## src/rtl/mlp_dma_pkg.sv

```systemverilog
// Shared types and constants for the MLP DMA read engine.
//   dma_state_e  : read-engine FSM states
//   WordBytes    : byte stride between consecutive memory words
//   fifo_entry_t : one buffered stream word (last flag + data), default 32-bit data
package mlp_dma_pkg;

  localparam int unsigned WordBytes = 4;
  localparam int unsigned DefDWidth = 32;

  typedef enum logic [2:0] {
    IDLE,
    REQ,
    GAP,
    DRAIN,
    FIN
  } dma_state_e;

  typedef struct packed {
    logic                 last;
    logic [DefDWidth-1:0] data;
  } fifo_entry_t;

endpackage

```

## src/rtl/mlp_dma_fifo.sv

```systemverilog
// Synchronous FIFO buffering read words for the stream side.
// Ports:
//   clk_i, rst_i       : clock, async active-high reset
//   push_i / din_i     : write an entry (ignored when full)
//   pop_i              : drop the head entry (ignored when empty)
//   flush_i            : discard all entries (wins over push/pop)
//   full_o, empty_o    : occupancy flags
//   count_o            : number of stored entries
//   head_o             : oldest entry
module mlp_dma_fifo #(
  parameter int unsigned Width = 33,
  parameter int unsigned Depth = 4
) (
  input  logic                   clk_i,
  input  logic                   rst_i,
  input  logic                   push_i,
  input  logic                   pop_i,
  input  logic                   flush_i,
  input  logic [Width-1:0]       din_i,
  output logic                   full_o,
  output logic                   empty_o,
  output logic [$clog2(Depth):0] count_o,
  output logic [Width-1:0]       head_o
);

  localparam int unsigned PtrW = $clog2(Depth);
  localparam int unsigned CntW = PtrW + 1;

  logic [Width-1:0] r_mem [Depth];
  logic [PtrW-1:0]  r_wr_ptr;
  logic [PtrW-1:0]  r_rd_ptr;
  logic [CntW-1:0]  r_count;
  logic             w_push;
  logic             w_pop;

  assign full_o  = (r_count == CntW'(Depth));
  assign empty_o = (r_count == '0);
  assign w_push  = push_i && !full_o;
  assign w_pop   = pop_i && !empty_o;
  assign count_o = r_count;
  assign head_o  = r_mem[r_rd_ptr];

  // Pointers wrap naturally because Depth is a power of two.
  always_ff @(posedge clk_i or posedge rst_i) begin
    if (rst_i) begin
      r_wr_ptr <= '0;
      r_rd_ptr <= '0;
      r_count  <= '0;
      for (int unsigned i = 0; i < Depth; i++) r_mem[i] <= '0;
    end else if (flush_i) begin
      r_wr_ptr <= '0;
      r_rd_ptr <= '0;
      r_count  <= '0;
    end else begin
      if (w_push) begin
        r_mem[r_wr_ptr] <= din_i;
        r_wr_ptr        <= r_wr_ptr + PtrW'(1);
      end
      if (w_pop) r_rd_ptr <= r_rd_ptr + PtrW'(1);
      if (w_push && !w_pop)      r_count <= r_count + CntW'(1);
      else if (!w_push && w_pop) r_count <= r_count - CntW'(1);
    end
  end

endmodule

```

## src/rtl/mlp_dma_reader.sv

```systemverilog
// Burst-read engine: issues sequential single-word reads on the shared memory
// data port and streams the returned words to the MLP datapath.
// Ports:
//   clk_i, rst_i                 : clock, async active-high reset
//   start_i, abort_i             : launch / cancel a transfer
//   base_addr_i, len_i           : byte base address (low 2 bits ignored), word count
//   busy_o, done_o               : engine active, completion pulse
//   dmem_*                       : memory request port (read-only use)
//   m_valid_o/m_ready_i/m_data_o/m_last_o : output word stream
module mlp_dma_reader
  import mlp_dma_pkg::*;
#(
  parameter int unsigned DWidth    = 32,
  parameter int unsigned LenWidth  = 16,
  parameter int unsigned FifoDepth = 4
) (
  input  logic                clk_i,
  input  logic                rst_i,
  input  logic                start_i,
  input  logic                abort_i,
  input  logic [DWidth-1:0]   base_addr_i,
  input  logic [LenWidth-1:0] len_i,
  output logic                busy_o,
  output logic                done_o,
  output logic                dmem_req_o,
  output logic                dmem_write_o,
  output logic [DWidth-1:0]   dmem_addr_o,
  output logic [DWidth-1:0]   dmem_wdata_o,
  input  logic                dmem_ready_i,
  input  logic [DWidth-1:0]   dmem_rdata_i,
  output logic                m_valid_o,
  input  logic                m_ready_i,
  output logic [DWidth-1:0]   m_data_o,
  output logic                m_last_o
);

  localparam int unsigned CntW   = $clog2(FifoDepth) + 1;
  localparam int unsigned FWidth = DWidth + 1;

  dma_state_e          r_state;
  logic [DWidth-1:0]   r_addr;
  logic [LenWidth-1:0] r_remaining;
  logic                r_req;
  logic                r_busy;
  logic                r_done;

  logic                w_push;
  logic                w_pop;
  logic                w_flush;
  logic                w_full;
  logic                w_empty;
  logic                w_room;
  logic [CntW-1:0]     w_count;
  logic [FWidth-1:0]   w_din;
  logic [FWidth-1:0]   w_head;
  logic [DWidth-1:0]   w_aligned_base;

  assign w_aligned_base = base_addr_i & ~(DWidth'(WordBytes) - DWidth'(1));

  // A read data beat is accepted only while our own request is up and not being aborted.
  assign w_push  = (r_state == REQ) && r_req && dmem_ready_i && !abort_i && !w_full;
  assign w_pop   = !w_empty && m_ready_i;
  assign w_flush = abort_i && (r_state != IDLE);
  assign w_din   = {(r_remaining == LenWidth'(1)), dmem_rdata_i};

  // Space for one more word after this edge; no push can coincide with a fresh request decision.
  assign w_room  = (w_count - CntW'(w_pop)) < CntW'(FifoDepth);

  mlp_dma_fifo #(
    .Width (FWidth),
    .Depth (FifoDepth)
  ) u_fifo (
    .clk_i   (clk_i),
    .rst_i   (rst_i),
    .push_i  (w_push),
    .pop_i   (w_pop),
    .flush_i (w_flush),
    .din_i   (w_din),
    .full_o  (w_full),
    .empty_o (w_empty),
    .count_o (w_count),
    .head_o  (w_head)
  );

  // Transfer control: state, address/remaining counters and registered handshake outputs.
  always_ff @(posedge clk_i or posedge rst_i) begin
    if (rst_i) begin
      r_state     <= IDLE;
      r_addr      <= '0;
      r_remaining <= '0;
      r_req       <= 1'b0;
      r_busy      <= 1'b0;
      r_done      <= 1'b0;
    end else if (w_flush) begin
      r_state <= IDLE;
      r_req   <= 1'b0;
      r_busy  <= 1'b0;
      r_done  <= 1'b0;
    end else begin
      r_done <= 1'b0;
      unique case (r_state)
        IDLE: begin
          if (start_i) begin
            r_addr      <= w_aligned_base;
            r_remaining <= len_i;
            r_busy      <= 1'b1;
            if (len_i == '0) begin
              r_state <= FIN;
            end else begin
              r_state <= REQ;
              r_req   <= 1'b1;
            end
          end
        end
        REQ: begin
          if (r_req) begin
            if (dmem_ready_i) begin
              r_req       <= 1'b0;
              r_addr      <= r_addr + DWidth'(WordBytes);
              r_remaining <= r_remaining - LenWidth'(1);
              r_state     <= (r_remaining == LenWidth'(1)) ? DRAIN : GAP;
            end
          end else begin
            // Stalled on a full FIFO: raise the request once a slot frees up.
            r_req <= w_room;
          end
        end
        GAP: begin
          r_state <= REQ;
          r_req   <= w_room;
        end
        DRAIN: begin
          if (w_pop && w_head[DWidth]) r_state <= FIN;
        end
        FIN: begin
          r_state <= IDLE;
          r_busy  <= 1'b0;
          r_done  <= 1'b1;
        end
        default: begin
          r_state <= IDLE;
          r_req   <= 1'b0;
          r_busy  <= 1'b0;
        end
      endcase
    end
  end

  assign busy_o       = r_busy;
  assign done_o       = r_done;
  assign dmem_req_o   = r_req;
  assign dmem_addr_o  = r_addr;
  assign dmem_write_o = 1'b0;
  assign dmem_wdata_o = '0;
  assign m_valid_o    = !w_empty;
  assign m_data_o     = w_head[DWidth-1:0];
  assign m_last_o     = w_head[DWidth];

endmodule
```

## config.mk

```make
export PLATFORM = sky130hd
export DESIGN_NAME = mlp_dma_reader
export DESIGN_NICKNAME = d
export VERILOG_FILES = /design/src/rtl/mlp_dma_pkg.sv /design/src/rtl/mlp_dma_fifo.sv /design/src/rtl/mlp_dma_reader.sv
export SDC_FILE = /design/constraint.sdc
export NUM_CORES = 1
export LEC_CHECK = 0
export CORE_MARGIN = 2
export CORE_UTILIZATION = 45
export CTS_BUF_LIST = sky130_fd_sc_hd__clkbuf_4
export DETAILED_ROUTE_END_ITERATION = 8
export HOLD_SLACK_MARGIN = 0.05
export PLACE_DENSITY = 0.71
export SLEW_MARGIN = 20
export SYNTH_ARGS = -nofsm -noshare
export SYNTH_HDL_FRONTEND = slang
export SYNTH_SLANG_ARGS = --single-unit
```

## constraint.sdc

```tcl
create_clock -name clk_i -period 9.15 [get_ports clk_i]
set_input_delay 2.2875 -clock clk_i [delete_from_list [all_inputs] [get_ports clk_i]]
set_output_delay 2.2875 -clock clk_i [all_outputs]
set_load 0.02 [all_outputs]
```

==> metrics.yaml <==
synth_ff_type: "dfrtp_1"
diodes: 0
synth_edf_count: 0
cts_tree: "done"
drtPass1Iterations: 6
path_max_fanout: 32
dp.cells: 1200
async_reset_ff_share_pct: 100
wl_per_cell_um: 18.0
synth.most_common_cell: "dfrtp_1"
drive_gt1_share_pct: 22.3
tns_ns: 0
netlist_area_mm2: 0.00966
ff2ff_path_depth: 4
yosysTopAreaCellShare_pct: 49.5
yosys_warnings: 0
cp_cell_sequence: "buf_4, mux4_2, clkdlybuf4s50_1"
dp_hpwl_um: 14300
start_util_pct: 45.9
fin_ws_ns: 4.07
cts_made_buffers: 17
start_kind: "flop"
rsz0062_at_grt: "false"
worst-path-buf-inv: 2
ys_seq_area_share_pct: 49.5
nFillCells: 1806
worstSetupEndpointType: "output pin"
clock_latency_ns: 0.58
worstMarginPinSlew_ns: 1.02
worstPathArrival_ns: 2.79
port_buffers: 150
total_power_mw: 3.59
crit_path_max_incr_delay_ns: 0.61
clock_sinks: 191
grt_usage_pct: 19.9
worstHoldPathCells: 2
postCtsSetupRepairBufs: 0
cellPowerDensity_mw_per_mm2: 311
timing.max_cap.violations: 0
rrSetupSlack_ns: 6.06
regArea_mm2: 0.00478
finalCritPeriodShare_pct: 55.5
p_leak_nw: 4.96
dp_slack_ns: 4.09
grt_pass1_wl_um: 35300
fp.dieH_um: 151
clockBufferDepth: 2
via_per_inst: 5.65
whs_ns: 0.502
clock-root-buffer: "clkbuf_4"
max_freq_ghz: 0.197
synth_seq_cells: 191
cp_slowest_cell: "mux4_2"
period_needed_ns: 5.08
synth_cell_types: 59
worstSetupPathType: "reg2out"
antenna_found_initial: 0
worst_ep_required_time_ns: 6.86
min_path_type: "reg2reg"
grt_max_degree: 112
synthCells: 818
die_area_mm2: 0.0227
vias: 6955
syn_area_per_cell_um2: 11.8
row_count: 53
status: "finished, final reports clean"
first_iter_violations: 316
fin_nets: 1039
maxSlewHeadroom_pct: 31.9
coreArea_mm2: 0.0210
fin_worst_skew_ns: 0.0221
cp-startpoint: "u_fifo.r_rd_ptr[0]"
synth_area_leaders: "dfrtp_1 (49%), mux2_2 (15%), mux4_2 (7.7%)"
r2r-start: "r_state[0]"
grt_pass1_vias: 6758
slew_viol_final: 0
hold_viol_final: 0
ios: 188
area_growth_pct: 19.6
remaining_drc_errors: 0
gp_congestion: 0.825
clk_pin_slew_ns: 0.18
endpoint: "m_data_o[19]"
final_cells: 1232
r2r_end: "u_fifo.r_mem[95]"
multiInputGateArea_mm2: 0.00451
cts_hold_buf: 0
grt-ovfl-total: 0
cts-resized-gates: 0
synth_common_cells: "dfrtp_1 (191), mux2_2 (128), a21oi_1 (46)"
crit_cells: 3
min_from: "u_fifo.r_mem[32]"
die_x_um: 151
cts.htree.levels: 4
wl_um: 22200
ant_nets: 0
yosysTopAreaCell: "dfrtp_1"
setup_viol: 0
critical-path-top-delay-family: "buffers and inverters"
vdd.ir_drop.worst_mv: 0.182
power by group:
group | internal (mW) | leakage (nW) | total [mW] | switching (mW)
logic | 0.863 | 2.36 | 1.72 | 0.855
registers | 1.16 | 2.44 | 1.40 | 0.245
clock network | 0.131 | 0.152 | 0.475 | 0.344
worst reg2reg max path: stages, from the launching register on:
cell and delay (ns):
dfrtp_1 0.71, or3b_1 0.47, a2111oi_4 0.52, nand2_2 0.75, mux2_2 0.54
state kept, by name (all words and copies together), names as in the netlist:
register / cells
r_remaining: 16
r_state: 3
u_fifo.r_rd_ptr: 2
done_o: 1
u_fifo.r_wr_ptr: 2
u_fifo.count_o: 3
u_fifo.r_mem: 132
busy_o: 1
dmem_addr_o: 30
dmem_req_o: 1
worst min-delay path by stage:
| stage | slack [ns] | end |
|---|---|---|
| finish | 0.50 | u_fifo.r_mem[32] |
| global route | 0.54 | u_fifo.r_mem[131] |
| CTS | 0.51 | u_fifo.r_mem[65] |
| detailed placement | 0.47 | u_fifo.r_mem[65] |
| global placement | 0.46 | u_fifo.r_mem[65] |
| floorplan | 0.44 | u_fifo.r_mem[65] |
through the flow:
stage               cell area (um2)  utilization [%]
CTS                           11600             54.9
floorplan                      9790                -
global placement              11200             53.5
finish                        11600             55.0
detailed placement            11200             53.5
global route                  11600             55.0
final cells by class:
type / count / share of cell area, %
Clock buffer: 18 / 1.17
Clock inverter: 14 / 1.46
Inverter: 14 / 0.520
Multi-Input combinational cell: 563 / 39.0
Sequential cell: 191 / 41.4
Tap cell: 275 / 2.98
Timing Repair Buffer: 157 / 13.5
routing by layer:
layer,vias up,global-route usage (%),wire (um)
met5,-,0,0
met1,3455,26.8,9700
met2,252,30.8,10200
met3,23,6.30,2000
li1,3225,-,-
met4,0,5.99,334
kinds of logic after synthesis:
| family | Yosys count | synth area share [%] |
|---|---|---|
| AOI/OAI and AO/OA | 169 | 11.3 |
| xor gates and xnor gates | 4 | 0.363 |
| adders and majority gates | 9 | 1.24 |
| buffers and inverters | 98 | 5.32 |
| DFF | 191 | 49.5 |
| muxes | 163 | 22.8 |
| other | 1 | 0.0388 |
| and+or+nand+nor | 183 | 9.43 |
cell usage in the layout (no fill, tap or decap), types with 9 or more instances in the layout:
cell type / count
conb_1: 35
nor4_1: 10
a21oi_1: 46
mux4_2: 33
inv_1: 13
clkbuf_4: 18
a2bb2oi_1: 13
dfrtp_1: 190
nor3_1: 9
nor2_1: 44
and3_1: 11
o21ai_0: 42
nand3_1: 24
mux2_2: 128
clkdlybuf4s50_1: 150
nand2_1: 43
o22ai_1: 11
Note: power is estimated with default switching activity, not from simulation.
==> RTL change 1: new RTL, same settings <==
Set the parameter `DWidth` to 64 (it was 32).
--- a/src/rtl/mlp_dma_reader.sv
+++ b/src/rtl/mlp_dma_reader.sv
@@ -11,5 +11,5 @@
   import mlp_dma_pkg::*;
 #(
-  parameter int unsigned DWidth    = 32,
+  parameter int unsigned DWidth    = 64,
   parameter int unsigned LenWidth  = 16,
   parameter int unsigned FifoDepth = 4
Ports: changed (5 resized); port bits go from 188 to 348. The function was not compared with the original's and may differ.
==> RTL change 1 against the original RTL <==
  * Worst setup slack worse by 0.80 ns
  * First-iteration DRC count is 150% higher
  * Global-route usage is 3.0 points higher
  * Routed wire length is 110% higher
  * Sequential cell count is 160 higher
  * Register-to-register slack worse by 0.65 ns
  * Design area is 89% higher
  * Non-clock buffer count is 133 higher
  * Synthesized cell count is 78% higher
  * Total power is 100% higher
  * Cell count is 89% higher
  * Area after synthesis is 83% higher
  * Critical path depth stayed put
  * Hold slack worse by 0.017 ns
  * Critical endpoint is now m_data_o[27]
==> RTL change 1: results (changes against the original RTL) <==
- GRT Overall Usage: 22.9% (+3.0 points)
- DR iter-0 viols: 778 (+150%)
- Skew final: 0.0450 ns (+0.0229 ns)
- Layout net count: 1901 (+83%)
- Total leakage power: 9.62 nW (+94%)
- Status: completed
- WHS: 0.486 ns (-0.0168 ns)
- Post-synthesis mux area share: 24.9% (+2.1 points)
- Seq. pwr: 0.00261 W (+86%)
- Synth Area in Adders: 0.678% (-0.57 points)
- Final Non-Filler Cells: 2326 (+89%)
- Reg2reg end: u_fifo.r_mem[110]$_DFFE_PP0P_
- First-pass GRT wire length: 74400 um (+110%)
- Peak VDD IR: 0.000217 V (+19%)
- CTS H-tree depth: 3 (-1)
- Share of layout cells above drive strength 1: 27.8% (+5.5 points)
- Synth Area in Compound Gates: 8.69% (-2.6 points)
- Initial antenna violation count: 4 (+4)
- CTS buffer count: 93 (+76)
- Setup crit end: m_data_o[27]
- Critical Path Fanout Max: 40 (+25%)
- Number of fill cells: 3275 (+81%)
- Critical Path Max Stage Delay: 0.81 ns (+0.20 ns)
- NetSw: 0.00282 W (+95%)
- Largest net degree at the start of global routing: 185 (+65%)
- Largest register FFs: 260 (+97%)
- Post-synthesis xor/xnor area fraction: 0.198% (-0.16 points)
- Reg2Reg Setup Slack: 5.41 ns (-0.65 ns)
- Post-Syn Instances: 1458 (+78%)
- Clock Tree Buf Depth: 3 (+1)
- Worst Path Arrival: 3.59 ns (+0.80 ns)
- Top post-synthesis cells by area: dfrtp_1, mux2_2, mux4_2, buf_4, a21oi_1
- Worst-Skew Late Latency: 0.81 ns (+0.23 ns)
- Clock share of power: 18.6% (+5.4 points)
- Hold endpoint: u_fifo.r_mem[129]$_DFFE_PP0P_
- Synth cell types: 72 (+22%)
- Post-Place Cells: 2164 (+80%)
[RTL change 1: cell count changes after synthesis, moves of 15 or more]
cell	before	now
buf_4	35	67
nand2_1	43	68
nor2_1	44	64
mux2_2	128	256
nor3_1	9	30
mux4_2	33	65
clkbuf_1	29	64
a21oi_1	46	69
dfrtp_1	191	351
and4_1	2	17
nand4_1	8	28
buf_2	12	27
[RTL change 1: cell families (layout without fill, tap and decap cells)]
group,Yosys count,count (layout)
AOI/OAI and AO/OA,238,238
and+or+nand+nor,339,339
muxes,327,327
xor gates and xnor gates,4,4
adders and majority gates,9,9
other,1,71
DFF,351,351
buffers and inverters,189,469
[RTL change 1: final cells by class]
| class | count | area share [%] |
|---|---|---|
| multi-input cells | 984 | 37.9 |
| clock inverters | 21 | 0.510 |
| clock buffers | 136 | 4.68 |
| inverters | 22 | 0.396 |
| diodes | 4 | 0.0459 |
| repair buffers | 290 | 13.3 |
| well taps | 518 | 2.97 |
| flip-flops and latches | 351 | 40.3 |
[RTL change 1: metrics by stage]
step	utilization (%)	worst slack (ns)	area (um^2)	total power, W
after floorplan	-	2.16	18000	0.00464
after global placement	53.3	3.84	20600	0.00582
after detailed placement	53.3	3.78	20600	0.00591
after CTS	56.2	3.06	21800	0.00730
after global routing	56.3	2.96	21800	0.00771
final	56.3	3.27	21800	0.00725
[RTL change 1: layer usage]
layer / part of all wire (%) / track usage (%) / vias up
li1: - / - / 5995
met1: 40 / 29.5 / 6611
met2: 48 / 36.4 / 563
met3: 9.5 / 7.47 / 80
met4: 2.5 / 7.77 / 2
met5: 0.034 / 0 / -
[RTL change 1: worst reg2reg max path, cell delays in order, from the launching register on]
cell and delay [ns]:
dfrtp_1 0.61, or3b_2 0.48, buf_4 0.40, a311oi_4 0.79, nand2_4 0.76, mux2_2 0.57
==> RTL change 2: new RTL, same flow settings <==
Made on the original files. Re-encode `dma_state_e` (5 states) as one-hot, 5 bits wide.
--- a/src/rtl/mlp_dma_pkg.sv
+++ b/src/rtl/mlp_dma_pkg.sv
@@ -8,10 +8,10 @@
   localparam int unsigned DefDWidth = 32;
 
-  typedef enum logic [2:0] {
-    IDLE,
-    REQ,
-    GAP,
-    DRAIN,
-    FIN
+  typedef enum logic [4:0] {
+    IDLE  = 5'b00001,
+    REQ   = 5'b00010,
+    GAP   = 5'b00100,
+    DRAIN = 5'b01000,
+    FIN   = 5'b10000
   } dma_state_e;
 
Formal check against the unedited RTL: same outputs for any inputs over 4 cycles, from zero or initial values and one cycle with rst_i high; so few cycles prove little.
==> RTL change 2 against the original RTL <==
  * Area after synthesis grew 4.9%
  * Via count shrank 1.8%
  * Total power shrank 19%
  * Routed wire length grew 3.6%
  * Sequential power shrank 13%
  * Worst setup slack lost 0.013 ns
  * Design area grew 3.6%
  * Highest routed layer unchanged
  * Critical endpoint is now m_last_o
  * Register-to-register slack is essentially flat
  * Die area grew 4.8%
  * Sequential cell count grew 2
==> RTL change 2: results (changes against the original RTL) <==
- Largest net degree at the start of global routing: 128 (+14%)
- FF-to-FF path depth: 4 (unchanged)
- Synth cell types: 62 (+5.1%)
- Status: completed
- Post-CTS sizing: 0 (unchanged)
- GRT Overall Usage: 19.7% (-0.17 points)
- Crit Reg-Reg Startpoint: r_state[1]$_DFFE_PP0P_
- Largest register FFs: 132 (unchanged)
- CTS H-tree depth: 4 (unchanged)
- Top post-synthesis cells by area: dfrtp_1, mux2_4, mux4_2, mux2_2, buf_4
- Critical-path top delay cell: mux4_2
- Post-synthesis mux area share: 25.0% (+2.1 points)
- Total leakage power: 5.44 nW (+9.9%)
- Clock Tree Buf Depth: 2 (unchanged)
- Critical Path Fanout Max: 32 (unchanged)
- First-pass DRT Iterations: 5 (-1)
- Register area share after synthesis: 47.7% (-1.8 points)
- Placed instance area: 11700 um^2 (+3.7%)
- CTS root buffer: clkbuf_4
- First-pass GRT wire length: 37100 um (+5.3%)
- Worst-Margin Slew: 0.925 ns (-0.0933 ns)
- Gpl congestion: 0.866 (+5.0%)
- Reg2Reg Setup Slack: 6.07 ns (about the same)
- Post-synth top cells: dfrtp_1, mux2_4, a21oi_1
- Hold endpoint: u_fifo.r_mem[131]$_DFFE_PP0P_
- Synth Area in Adders: 1.19% (-0.058 points)
- Post-synthesis xor/xnor area fraction: 0.691% (+0.33 points)
- Worst Hold Depth: 2 (unchanged)
- Biggest register: u_fifo.r_mem
- Share of layout cells above drive strength 1: 22.9% (+0.59 points)
- HPWL after DPL: 15000 um (+4.6%)
- Critical Path Max Stage Delay: ~0.62 ns
- Reg2reg end: u_fifo.r_mem[63]$_DFFE_PP0P_
- Synth Area in Compound Gates: 10.3% (-0.95 points)
- Worst min path class: flip-flop to flip-flop
- Number of fill cells: 1813 (+0.39%)
- Min-delay src: u_fifo.r_mem[131]$_DFFE_PP0P_
- Peak VDD IR: 0.000168 V (-7.3%)
- DR WL/cell: 18.6 um (+3.3%)
- Vias in the first global route: 6888 (+1.9%)
- Worst Path Arrival: 2.80 ns (about the same)
- DR vias/cell: 5.53 (-2.0%)
- Layout net count: 1036 (-0.29%)
- Synthesis warning total: 0 (unchanged)
- Initial antenna violation count: 1 (+1)
- Final Hold Vio Count: 0 (unchanged)
- Skew final: 0.0330 ns (+0.0109 ns)
- DR iter-0 viols: 379 (+20%)
- CTS buffer count: 17 (unchanged)
- Post-CTS setup buffers: 0 (unchanged)
-- RTL change 2: changes by cell type in the layout (fill, tap and decap cells not counted), moves of 5 or more --
cell,delta
a22oi_1,+5
o21a_1,-5
nand2_1,-8
mux2_4,+81
nor2_1,-6
mux2_2,-81
o211ai_1,-5
nor3_1,+6
-- RTL change 2: cells by family (layout without fill, tap and decap cells) --
| family | count (synthesis) | count (layout) |
|---|---|---|
| XOR/XNOR | 8 | 8 |
| buffers and inverters | 97 | 203 |
| other | 1 | 36 |
| multiplexers | 165 | 165 |
| adder cells (fa/ha/maj) | 9 | 9 |
| AND/OR/NAND/NOR | 178 | 178 |
| AO/OA/AOI/OAI | 163 | 163 |
| flip-flops | 193 | 193 |
-- RTL change 2: area by class of cell --
type,instances,area [um^2],share of cell area [%]
Timing Repair Buffer,159,1570,13.1
Clock buffer,17,128,1.07
Tap cell,280,350,2.93
Antenna cell,1,2.50,0.0209
Clock inverter,15,173,1.44
Multi-Input combinational cell,558,4860,40.6
Inverter,12,52.6,0.439
Sequential cell,193,4830,40.4
-- RTL change 2: how the worst max path moves through the flow --
stage	start	end	cells after the start
after floorplan	rst_i	busy_o$_DFFE_PP0P_	1
after global placement	abort_i	u_fifo.r_mem[123]$_DFFE_PP0P_	5
after detailed placement	abort_i	u_fifo.r_mem[122]$_DFFE_PP0P_	5
after CTS	u_fifo.r_rd_ptr[0]$_DFFE_PP0P_	m_last_o	3
after global routing	u_fifo.r_rd_ptr[0]$_DFFE_PP0P_	m_last_o	3
final	u_fifo.r_rd_ptr[0]$_DFFE_PP0P_	m_last_o	3
-- RTL change 2: worst max-delay path: cells and delay by family, from the launching register on --
kind | cells | cell delay, ns
buffers and inverters | 2 | 1.15
multiplexers | 1 | 0.62
flip-flops | 1 | 0.43
-- RTL change 2: report_power, final --
group	switching [W]	internal, W	total (W)
clock network	0.000330	0.000148	0.000478
registers	0.000191	0.00103	0.00122
logic	0.000641	0.000588	0.00123
-- RTL change 2: through the flow --
stage               hold WS, ns  power, W  worst slack [ns]  cells  utilization, %
detailed placement        0.468   0.00246              3.76   1202            53.1
finish                    0.499   0.00292              4.06   1235            54.5
CTS                       0.503   0.00294              3.94   1234            54.5
global placement          0.458   0.00244              3.77   1202            53.1
global route              0.536   0.00311              3.84   1235            54.5
floorplan                 0.445   0.00200              1.61    848               -
-- RTL change 2: metal layers --
layer / up-vias / share of wire [%] / global-route usage, %
met5: - / 0 / 0
met4: 0 / 1.9 / 6.01
met3: 28 / 4.3 / 4.45
met1: 3428 / 47 / 27.7
met2: 151 / 47 / 30.6
li1: 3224 / - / -
